## src/rtl/prescaler_pkg.sv

```systemverilog
// ---------------------------------------------------------------------------
// prescaler_pkg
//   Shared definitions for the programmable clock prescaler:
//   controller state encoding, default widths and the divisor helper.
//   Revision: 1.0
// ---------------------------------------------------------------------------
`default_nettype none

package prescaler_pkg;

  localparam int CNT_W_DEF   = 16;
  localparam int BURST_W_DEF = 8;

  // Controller states
  typedef logic [1:0] state_t;
  localparam state_t ST_IDLE     = 2'd0;
  localparam state_t ST_RUN      = 2'd1;
  localparam state_t ST_STOPPING = 2'd2;

  // A programmed half-period of 0 behaves exactly like 1.
  function automatic int unsigned eff_div(input int unsigned div);
    return (div == 0) ? 1 : div;
  endfunction

endpackage

`default_nettype wire

```

## src/rtl/prescaler_core.sv

```systemverilog
// ---------------------------------------------------------------------------
// prescaler_core
//   Half-period counter and divided-clock toggle.
//   Ports:
//     clk_in   - system clock
//     reset_n  - synchronous active-low reset
//     en       - count enable
//     clear    - force counter and clk_out to 0, suppress tick (wins over en)
//     div      - effective half-period (must be non-zero)
//     clk_out  - registered divided clock level
//     tick     - registered pulse in the cycle clk_out has just become 1
//     rise     - this edge will toggle clk_out 0->1
//     fall     - this edge will toggle clk_out 1->0
//   Revision: 1.0
// ---------------------------------------------------------------------------
`default_nettype none

module prescaler_core #(
  parameter int CNT_W = 16
) (
  input  logic             clk_in,
  input  logic             reset_n,
  input  logic             en,
  input  logic             clear,
  input  logic [CNT_W-1:0] div,
  output logic             clk_out,
  output logic             tick,
  output logic             rise,
  output logic             fall
);

  logic [CNT_W-1:0] count;
  logic             tc;

  // Terminal count: the counter never runs past div-1, so it cannot wrap.
  assign tc   = en && (count == (div - CNT_W'(1)));
  assign rise = tc && !clk_out;
  assign fall = tc &&  clk_out;

  always_ff @(posedge clk_in) begin
    if (!reset_n) begin
      count   <= '0;
      clk_out <= 1'b0;
      tick    <= 1'b0;
    end else if (clear) begin
      count   <= '0;
      clk_out <= 1'b0;
      tick    <= 1'b0;
    end else begin
      tick <= rise;
      if (tc) begin
        count   <= '0;
        clk_out <= ~clk_out;
      end else if (en) begin
        count <= count + CNT_W'(1);
      end
    end
  end

endmodule

`default_nettype wire

```

## src/rtl/prescaler_ctrl.sv

```systemverilog
// ---------------------------------------------------------------------------
// prescaler_ctrl
//   Run-time programmable clock prescaler with start/stop sequencing,
//   burst mode and glitch-free divisor updates at period boundaries.
//   Ports:
//     clk_in, reset_n      - clock, synchronous active-low reset
//     cfg_valid/cfg_ready  - configuration handshake
//     cfg_div              - half-period in clk_in cycles (0 acts as 1)
//     cfg_burst            - clk_out rising edges per run (0 = continuous)
//     start, stop          - level-sampled run control (stop wins)
//     clk_out              - divided clock level
//     tick                 - one-cycle pulse with each clk_out rise
//     busy                 - controller not idle
//     done                 - one-cycle pulse on return to idle
//   Revision: 1.0
// ---------------------------------------------------------------------------
`default_nettype none

module prescaler_ctrl
  import prescaler_pkg::*;
#(
  parameter int CNT_W   = CNT_W_DEF,
  parameter int BURST_W = BURST_W_DEF
) (
  input  logic               clk_in,
  input  logic               reset_n,
  input  logic               cfg_valid,
  output logic               cfg_ready,
  input  logic [CNT_W-1:0]   cfg_div,
  input  logic [BURST_W-1:0] cfg_burst,
  input  logic               start,
  input  logic               stop,
  output logic               clk_out,
  output logic               tick,
  output logic               busy,
  output logic               done
);

  state_t             state;
  state_t             next_state;
  logic [CNT_W-1:0]   active_div;
  logic [BURST_W-1:0] active_burst;
  logic [CNT_W-1:0]   shadow_div;
  logic [BURST_W-1:0] shadow_burst;
  logic               pending;
  logic [BURST_W-1:0] burst_cnt;
  logic               armed;
  logic [CNT_W-1:0]   div_eff;
  logic               core_en;
  logic               core_clear;
  logic               rise;
  logic               fall;
  logic               burst_hit;
  logic               leave_run;

  assign div_eff   = CNT_W'(eff_div(32'(active_div)));
  assign cfg_ready = !pending;
  assign busy      = (state != ST_IDLE);
  assign burst_hit = (active_burst != '0) && (burst_cnt == active_burst);

  // The first cycle in RUN is spent arming the counter, which puts the first
  // clk_out rise D+1 cycles after start is sampled.
  assign core_en = armed && (state != ST_IDLE);

  always_comb begin
    next_state = state;
    case (state)
      ST_IDLE: begin
        if (start && !stop) next_state = ST_RUN;
      end
      ST_RUN: begin
        if (stop) begin
          // A high phase is never cut short: finish it in STOPPING unless it
          // is ending on this very edge.
          if (!clk_out || fall) next_state = ST_IDLE;
          else                  next_state = ST_STOPPING;
        end else if (fall && burst_hit) begin
          next_state = ST_IDLE;
        end
      end
      ST_STOPPING: begin
        if (fall) next_state = ST_IDLE;
      end
      default: next_state = ST_IDLE;
    endcase
  end

  assign leave_run  = (state != ST_IDLE) && (next_state == ST_IDLE);
  // Clearing on entry to IDLE also swallows a rise that would coincide with
  // an abort from the low phase.
  assign core_clear = (next_state == ST_IDLE);

  always_ff @(posedge clk_in) begin
    if (!reset_n) begin
      state        <= ST_IDLE;
      active_div   <= CNT_W'(1);
      active_burst <= '0;
      shadow_div   <= '0;
      shadow_burst <= '0;
      pending      <= 1'b0;
      burst_cnt    <= '0;
      armed        <= 1'b0;
      done         <= 1'b0;
    end else begin
      state <= next_state;
      done  <= leave_run;
      armed <= (state != ST_IDLE) && (next_state != ST_IDLE);

      if (state == ST_IDLE) begin
        burst_cnt <= '0;
        if (cfg_valid) begin
          active_div   <= cfg_div;
          active_burst <= cfg_burst;
        end
      end else begin
        if (rise && !core_clear && (burst_cnt != {BURST_W{1'b1}}))
          burst_cnt <= burst_cnt + BURST_W'(1);

        if (pending && (fall || leave_run)) begin
          active_div   <= shadow_div;
          active_burst <= shadow_burst;
          pending      <= 1'b0;
        end else if (cfg_valid && !pending) begin
          if (leave_run) begin
            // Nothing left to protect: the new values take effect directly.
            active_div   <= cfg_div;
            active_burst <= cfg_burst;
          end else begin
            shadow_div   <= cfg_div;
            shadow_burst <= cfg_burst;
            pending      <= 1'b1;
          end
        end
      end
    end
  end

  prescaler_core #(
    .CNT_W(CNT_W)
  ) u_core (
    .clk_in  (clk_in),
    .reset_n (reset_n),
    .en      (core_en),
    .clear   (core_clear),
    .div     (div_eff),
    .clk_out (clk_out),
    .tick    (tick),
    .rise    (rise),
    .fall    (fall)
  );

endmodule

`default_nettype wire
```

## config.mk

```make
export PLATFORM = sky130hd
export DESIGN_NAME = prescaler_ctrl
export DESIGN_NICKNAME = d
export VERILOG_FILES = /design/src/rtl/prescaler_pkg.sv /design/src/rtl/prescaler_core.sv /design/src/rtl/prescaler_ctrl.sv
export SDC_FILE = /design/constraint.sdc
export NUM_CORES = 1
export LEC_CHECK = 0
export BUFFER_PORTS_ARGS = -buffer_cell sky130_fd_sc_hd__buf_2
export CAP_MARGIN = 20
export CORE_MARGIN = 5
export CORE_UTILIZATION = 65
export CTS_BUF_LIST = sky130_fd_sc_hd__clkbuf_4 sky130_fd_sc_hd__clkbuf_8
export CTS_CLUSTER_SIZE = 16
export DETAILED_ROUTE_END_ITERATION = 7
export GPL_ROUTABILITY_DRIVEN = 1
export HOLD_SLACK_MARGIN = 0.03
export PLACE_DENSITY = 0.91
export REMOVE_ABC_BUFFERS = 1
export SLEW_MARGIN = 20
export SYNTH_ARGS = -nofsm -noshare
export SYNTH_HDL_FRONTEND = slang
export SYNTH_SLANG_ARGS = --single-unit
```

## constraint.sdc

```tcl
create_clock -name clk_in -period 8.95 [get_ports clk_in]
set_input_delay 1.3425 -clock clk_in [delete_from_list [all_inputs] [get_ports clk_in]]
set_output_delay 1.3425 -clock clk_in [all_outputs]
set_load 0.02 [all_outputs]
```

### Word level (Yosys, flattened, before mapping)

Index checks and enable logic that the tools add are counted.

* input bits: 29
* output and inout bits: 5
* logic and storage cells: 81
* register bits after elaboration: 79

* reductions and logical operators: 34
* eq/ne operators: 7
* bitwise logic cells: 5
* $add $sub $neg: 3
* muxes and demuxes: 20

Operators by type and width (count)
* 2-to-1 mux 16 bit: 6
* 2-to-1 mux 8 bit: 5
* adder 16 x 1 -> 16 bit, second input constant: 1
* equality test 16 bit: 1
* zero test 16 bit: 1
* subtractor 16 x 1 -> 16 bit, second input constant: 1
* logical AND 1 bit: 13
* 2-to-1 mux 2 bit: 5
* adder 8 x 1 -> 8 bit, second input constant: 1
* equality test 8 bit: 1
* inequality test 8 bit, second input constant: 1
* nonzero test 8 bit: 1
* one-hot mux 2 bit (3 select lines): 1
* AND reduction 3 bit: 2
* nonzero test 2 bit: 3
* nonzero test 3 bit: 2
* NOT 1 bit: 5
* zero test 1 bit: 4
* zero test 2 bit: 2
* AND reduction 4 bit: 1
* OR reduction 2 bit: 2
* 2-to-1 mux 1 bit: 3
* OR reduction 3 bit: 1
* equality test 2 x 1 -> 1 bit, second input constant: 1
* 4 further kinds: 5

### Longest topological paths before layout

* word-level depth: 16
* gate-level depth with buffers: 15

### Hierarchy

A second synthesis with hierarchy kept.

* cells, all modules: 521
* area total of the unflattened synthesis: 4383.0 µm²

Modules (own cells, without submodules)
* prescaler_ctrl: area an instance 2975.4 µm², cells an instance 344, seq. area each 1221.2 µm², instances 1
* prescaler_core: area an instance 1407.6 µm², cells an instance 177, seq. area each 360.3 µm², instances 1

### Worst setup path after synthesis

No wires, ideal clock.

* kind: register -> register
* from: register active_div[12]
* to: register active_div[0]
* stages on the path, launching flop included: 15
* setup slack: 5249 ps
* data required time: 8828 ps
* path buffers: 2
* period minus slack after synthesis: 3701 ps
* arrival: 3579 ps
* library setup time: 122 ps
* cells stage by stage: dfxtp_1 > clkbuf_1 > nor4_1 > a41oi_1 > ha_1 > or3b_2 > or3_1 > o31ai_2 > nand2_1 > nor4_4 > a41oi_2 > nor3b_2 > buf_4 > mux2_1 > o32a_1

* cells in the longest elaborated chain, start to end: 16

Ends and longest elaborated chain
* from (decl): line prescaler_ctrl.sv:41 `logic [CNT_W-1:0] active_div;`
* from (signal assigned): line prescaler_ctrl.sv:112 `active_div <= cfg_div;`
* from (signal assigned): line prescaler_ctrl.sv:120 `active_div <= shadow_div;`
* from (signal assigned): line prescaler_ctrl.sv:126 `active_div <= cfg_div;`
* zero test 16 bit: line prescaler_pkg.sv:22 `return (div == 0) ? 1 : div;`
* 2-to-1 mux 16 bit *: line prescaler_pkg.sv:22
* subtractor 16 x 1 -> 16 bit *: line prescaler_core.sv:36 `assign tc = en && (count == (div - CNT_W'(1)));`
* equality test 16 bit *: line prescaler_core.sv:36
* logical AND 1 bit *: line prescaler_core.sv:36
* logical AND 1 bit *: line prescaler_core.sv:38 `assign fall = tc && clk_out;`
* logical AND 1 bit / logical OR 1 bit (equally long branches): line prescaler_ctrl.sv:77, prescaler_ctrl.sv:75
* 2-to-1 mux 2 bit (on tied branches): line prescaler_ctrl.sv:77, prescaler_ctrl.sv:75
* 2-to-1 mux 2 bit: line prescaler_ctrl.sv:72 `if (stop) begin`
* one-hot mux 2 bit (3 select lines): line prescaler_ctrl.sv:67 `case (state)`
* zero test 2 bit: line prescaler_ctrl.sv:88 `assign leave_run = (state != ST_IDLE) && (next_state == ST_IDLE);`
* logical AND 1 bit: line prescaler_ctrl.sv:88
* logical OR 1 bit: line prescaler_ctrl.sv:119 `if (pending && (fall || leave_run)) begin`
* logical AND 1 bit: line prescaler_ctrl.sv:119
* nonzero test 3 bit (no source line) / 2-to-1 mux 16 bit (equally long branches)
* AND reduction 3 bit (no source line) / 2-to-1 mux 16 bit (equally long branches)

Every way passes the cells marked *; elsewhere a longest branch is shown, timed or not.
A chain may end at the register's enable or synchronous reset.

### Final worst setup path

* from: register active_div[11]
* to: register shadow_div[2]

* cells in the longest elaborated chain, start to end: 16

Ends and longest elaborated chain
* zero test 16 bit: line prescaler_pkg.sv:22
* 2-to-1 mux 16 bit *: line prescaler_pkg.sv:22
* subtractor 16 x 1 -> 16 bit *: line prescaler_core.sv:36
* equality test 16 bit *: line prescaler_core.sv:36
* logical AND 1 bit *: line prescaler_core.sv:36
* logical AND 1 bit *: line prescaler_core.sv:38
* logical AND 1 bit / logical OR 1 bit (equally long branches): line prescaler_ctrl.sv:77, prescaler_ctrl.sv:75
* 2-to-1 mux 2 bit (on tied branches): line prescaler_ctrl.sv:77, prescaler_ctrl.sv:75
* 2-to-1 mux 2 bit: line prescaler_ctrl.sv:72
* one-hot mux 2 bit (3 select lines): line prescaler_ctrl.sv:67
* zero test 2 bit: line prescaler_ctrl.sv:88
* logical AND 1 bit: line prescaler_ctrl.sv:88
* logical OR 1 bit: line prescaler_ctrl.sv:119
* logical AND 1 bit: line prescaler_ctrl.sv:119
* NOT 1 bit (no source line)
* AND reduction 4 bit (no source line) *
* to (signal assigned): line prescaler_ctrl.sv:129 `shadow_div <= cfg_div;`
* to (decl): line prescaler_ctrl.sv:43 `logic [CNT_W-1:0] shadow_div;`

Marked as above.

==> parameters.txt <==
Parameter                              Value

Run status
  Run status ... finished clean

Clocking
  Clock buffer count from CTS ... 9
  Number of buffers added to fix hold violations after cts ... 0
  # Post-CTS Setup Buffers ... 0
  CTS tree ... yes
  Clk pin slew, worst setup/hold paths ... 0.08 ns
  Maximum level of the CTS H-tree ... 3
  Clock latency of the later-clocked register in the worst-skew pair ... 0.36 ns
  Clock root buffer ... sky130_fd_sc_hd__clkbuf_8
  Number of instances resized during post-cts repair ... 0
  Clock Sinks ... 79
  Max Buffers Root-to-Sink ... 2

Global route
  Wire length of the first global-routing pass ... 15.3 mm
  Grt total ovfl ... 0
  Overall track demand over capacity in global routing ... 24.9%
  Maximum number of pins on one net before global-route repair ... 26
  Number of antenna violations at the first check in global routing ... 0
  Vias in the first global route ... 3147

STA
  Worst relative slew slack ... 25.2%
  Slew @ Worst Pin ... 1.12 ns
  Clock period minus final worst setup slack ... 4.69 ns
  Max-slew violation total from the final report ... 0
  Clock Skew ... 0.0105 ns
  Setup repair after global routing missed its margin ... no
  Summed negative setup slack over all endpoints ... 0 ns
  Count of endpoints failing setup in the final report ... 0
  Highest achievable clock rate ... 213 MHz
  Final worst-path setup slack ... 4.26 ns
  Final Cycle Share ... 52.4%
  Number of hold-slack violations in the final timing report ... 0

Drt
  Routed wire length ... 9.04 mm
  Detail-routed net length per standard cell ... 17.0 um
  Post-route DRC violation count ... 0
  Initial drt markers ... 243
  Number of antenna-violating nets in the routed design ... 0
  Count of TritonRoute iterations in the first routing pass ... 6
  Via-per-instance ratio ... 6.23
  Via count ... about 3300

Worst setup path
  Cell-by-cell listing of the critical path ... nor4_2 > a41oi_1 > ha_1 > or3b_2 > or3_1 > o31ai_2 > nand2_1 > nor4_4 > a31oi_1 > o211ai_4 > mux2i_1 > nor2_1
  Reg-to-reg critical path startpoint ... active_div[11]
  Worst-case reg-to-reg path depth ... 12
  Data arrival time of the critical path ... 4.91 ns
  RR Endpoint ... shadow_div[2]
  Startpoint Class ... register
  Required @ worst endpoint ... 9.17 ns
  Maximum fanout along the worst path ... 25
  Slowest Stage Delay on Critical Path ... 0.94 ns
  Number of buffers and inverters on the critical path ... 0
  Critical path endpoint category ... register
  Worst setup path class ... register to register
  CP top delay family ... compound AO/OA/AOI/OAI gates
  Slowest-stage cell, CP ... sky130_fd_sc_hd__o211ai_4
  Setup slack on the worst flop-to-flop path ... 4.26 ns

Layout
  Number of diodes added for antenna fixing ... 0
  Final net count ... 485
  Share of post-route cells with drive strength above 1 ... 13.8%
  Commonest cells after routing, fill and taps aside ... 79 x sky130_fd_sc_hd__dfxtp_1, 70 x sky130_fd_sc_hd__nor2_1, 50 x sky130_fd_sc_hd__mux2i_1, 33 x sky130_fd_sc_hd__buf_2, 31 x sky130_fd_sc_hd__xnor2_1
  Post-synthesis to final-layout area growth ... 9.10%
  Commonest non-fill, non-tap cell in the layout ... sky130_fd_sc_hd__dfxtp_1

Min path
  Hold path start ... shadow_div[8]
  Worst Hold End ... active_div[8]
  Number of cells traversed by the worst hold path ... 1
  Type of the tightest min-delay check ... register to register

Floorplanning
  Die area ... 7830 sq um
  DIE HEIGHT ... 88.5 um
  Floorplan die width ... 88.5 um
  Ports placed on the boundary ... 34
  Starting density of the core ... 67.2%
  Area of the core ... 5960 sq um
  Placement Rows ... 28

Power and ir drop
  Static leakage ... 1.80 nW
  PD cells ... 166 nW/um^2
  VDD IR max ... 0.135 mV

Placed design
  Estimated wirelength of the detail-placed design ... 6.14 mm
  Port buffer count ... 33
  Pre-CTS setup slack ... 4.38 ns
  Placer congestion estimate ... between 0.9 and 1

Flow run
  # Max-Cap Violations ... 0

Yosys
  Share of Yosys cell area claimed by the top area cell type ... about two fifths
  Number of synthesis warnings ... 0
  Average size of a mapped cell ... between 9 and 10 sq um
  Register area share after synthesis ... 39.5%
  Number of synthesized register bits ... 79
  Dominant register cell in the synthesized netlist ... sky130_fd_sc_hd__dfxtp_1
  Number of distinct library cell variants in the gate-level netlist after synthesis ... 57
  Number of enable flip-flop cells after synthesis ... 0
  Most area-consuming cells after synthesis ... sky130_fd_sc_hd__dfxtp_1 40%, sky130_fd_sc_hd__mux2i_1 13%, sky130_fd_sc_hd__xnor2_1 6.8%, sky130_fd_sc_hd__nor2_1 6.6%, sky130_fd_sc_hd__o2bb2ai_1 5.3%
  Cells after synthesis ... 426
  Synthesized area ... 4000 sq um
  Library cell with the largest summed area after synthesis ... sky130_fd_sc_hd__dfxtp_1
  Share of async-settable or async-resettable flops after synthesis ... 0%
==> synth_stat cells, types with 4 or more instances <==
master and instances:
sky130_fd_sc_hd__nand3_1 12, sky130_fd_sc_hd__nor2_1 70, sky130_fd_sc_hd__and2_1 4, sky130_fd_sc_hd__and3_1 5
sky130_fd_sc_hd__a21oi_1 5, sky130_fd_sc_hd__nand2_1 24, sky130_fd_sc_hd__nor3_1 9, sky130_fd_sc_hd__mux2i_1 50
sky130_fd_sc_hd__nor4_1 4, sky130_fd_sc_hd__clkbuf_1 10, sky130_fd_sc_hd__xnor2_1 31, sky130_fd_sc_hd__nand4_1 6
sky130_fd_sc_hd__o2bb2ai_1 24, sky130_fd_sc_hd__nand2b_1 4, sky130_fd_sc_hd__inv_1 5, sky130_fd_sc_hd__dfxtp_1 79
sky130_fd_sc_hd__xor2_1 18, sky130_fd_sc_hd__buf_2 5
==> where the power goes <==
group	switching (mW)	internal [mW]
logic	0.0447	0.0347
registers	0.0131	0.360
clock network	0.139	0.134
total	0.197	0.529
==> per-layer routing <==
metal	global-route usage, %	share of wire [%]	vias to the layer above
met1	33.8	45	1599
met5	0	0	-
met3	5.03	5.8	18
met2	40.2	48	128
li1	-	-	1578
met4	7.42	1.7	0
==> through the flow <==
stage | utilization, % | std cells | total power, mW | hold slack [ns] | cell area, sq um
finish | 73.3 | 533 | 0.725 | 0.465 | 4370
global route | 73.3 | 533 | 0.752 | 0.490 | 4370
global placement | 70.0 | 517 | 0.455 | 0.437 | 4170
floorplan | - | 406 | 0.433 | 0.432 | 3880
detailed placement | 70.0 | 517 | 0.458 | 0.442 | 4170
CTS | 73.3 | 533 | 0.723 | 0.471 | 4370
==> area by class of cell <==
type,instances,area [sq um]
fill,422,1590
sequential,79,1580
clock buffer,10,131
inverter,6,22.5
tap,75,93.8
clock inverter,6,67.6
timing repair buffer,36,188
multi-input combinational,321,2280
==> cells by family (layout without fill, tap and decap cells) <==
kind of cell	after synthesis	count (layout)	synth area share [%]
compound gates	59	59	12.4
xor+xnor	49	49	10.7
fa+ha+maj	3	3	0.938
buf+inv	26	58	3.63
flops	79	79	39.5
mux	51	51	12.8
simple gates	159	159	20.0
==> registers in the layout, summed over array words and instances, names as in the netlist <==
signal	flops
armed	1
u_core.tick	1
done	1
active_burst	8
shadow_div	16
pending	1
u_core.count	16
shadow_burst	8
state	2
burst_cnt	8
active_div	16
u_core.clk_out	1
==> worst max path at each step <==
stage	from	endpoint	slack, ns	cells past startpoint
2_1_floorplan	active_div[5]	active_div[0]	4.21	12
3_3_place_gp	active_div[11]	shadow_burst[6]	4.49	12
3_5_place_dp	active_div[11]	shadow_div[10]	4.38	12
4_1_cts	active_div[11]	shadow_div[2]	4.30	12
5_1_grt	active_div[11]	shadow_div[2]	4.06	12
6_report	active_div[11]	shadow_div[2]	4.26	12
(Power assumes the default switching activity.)
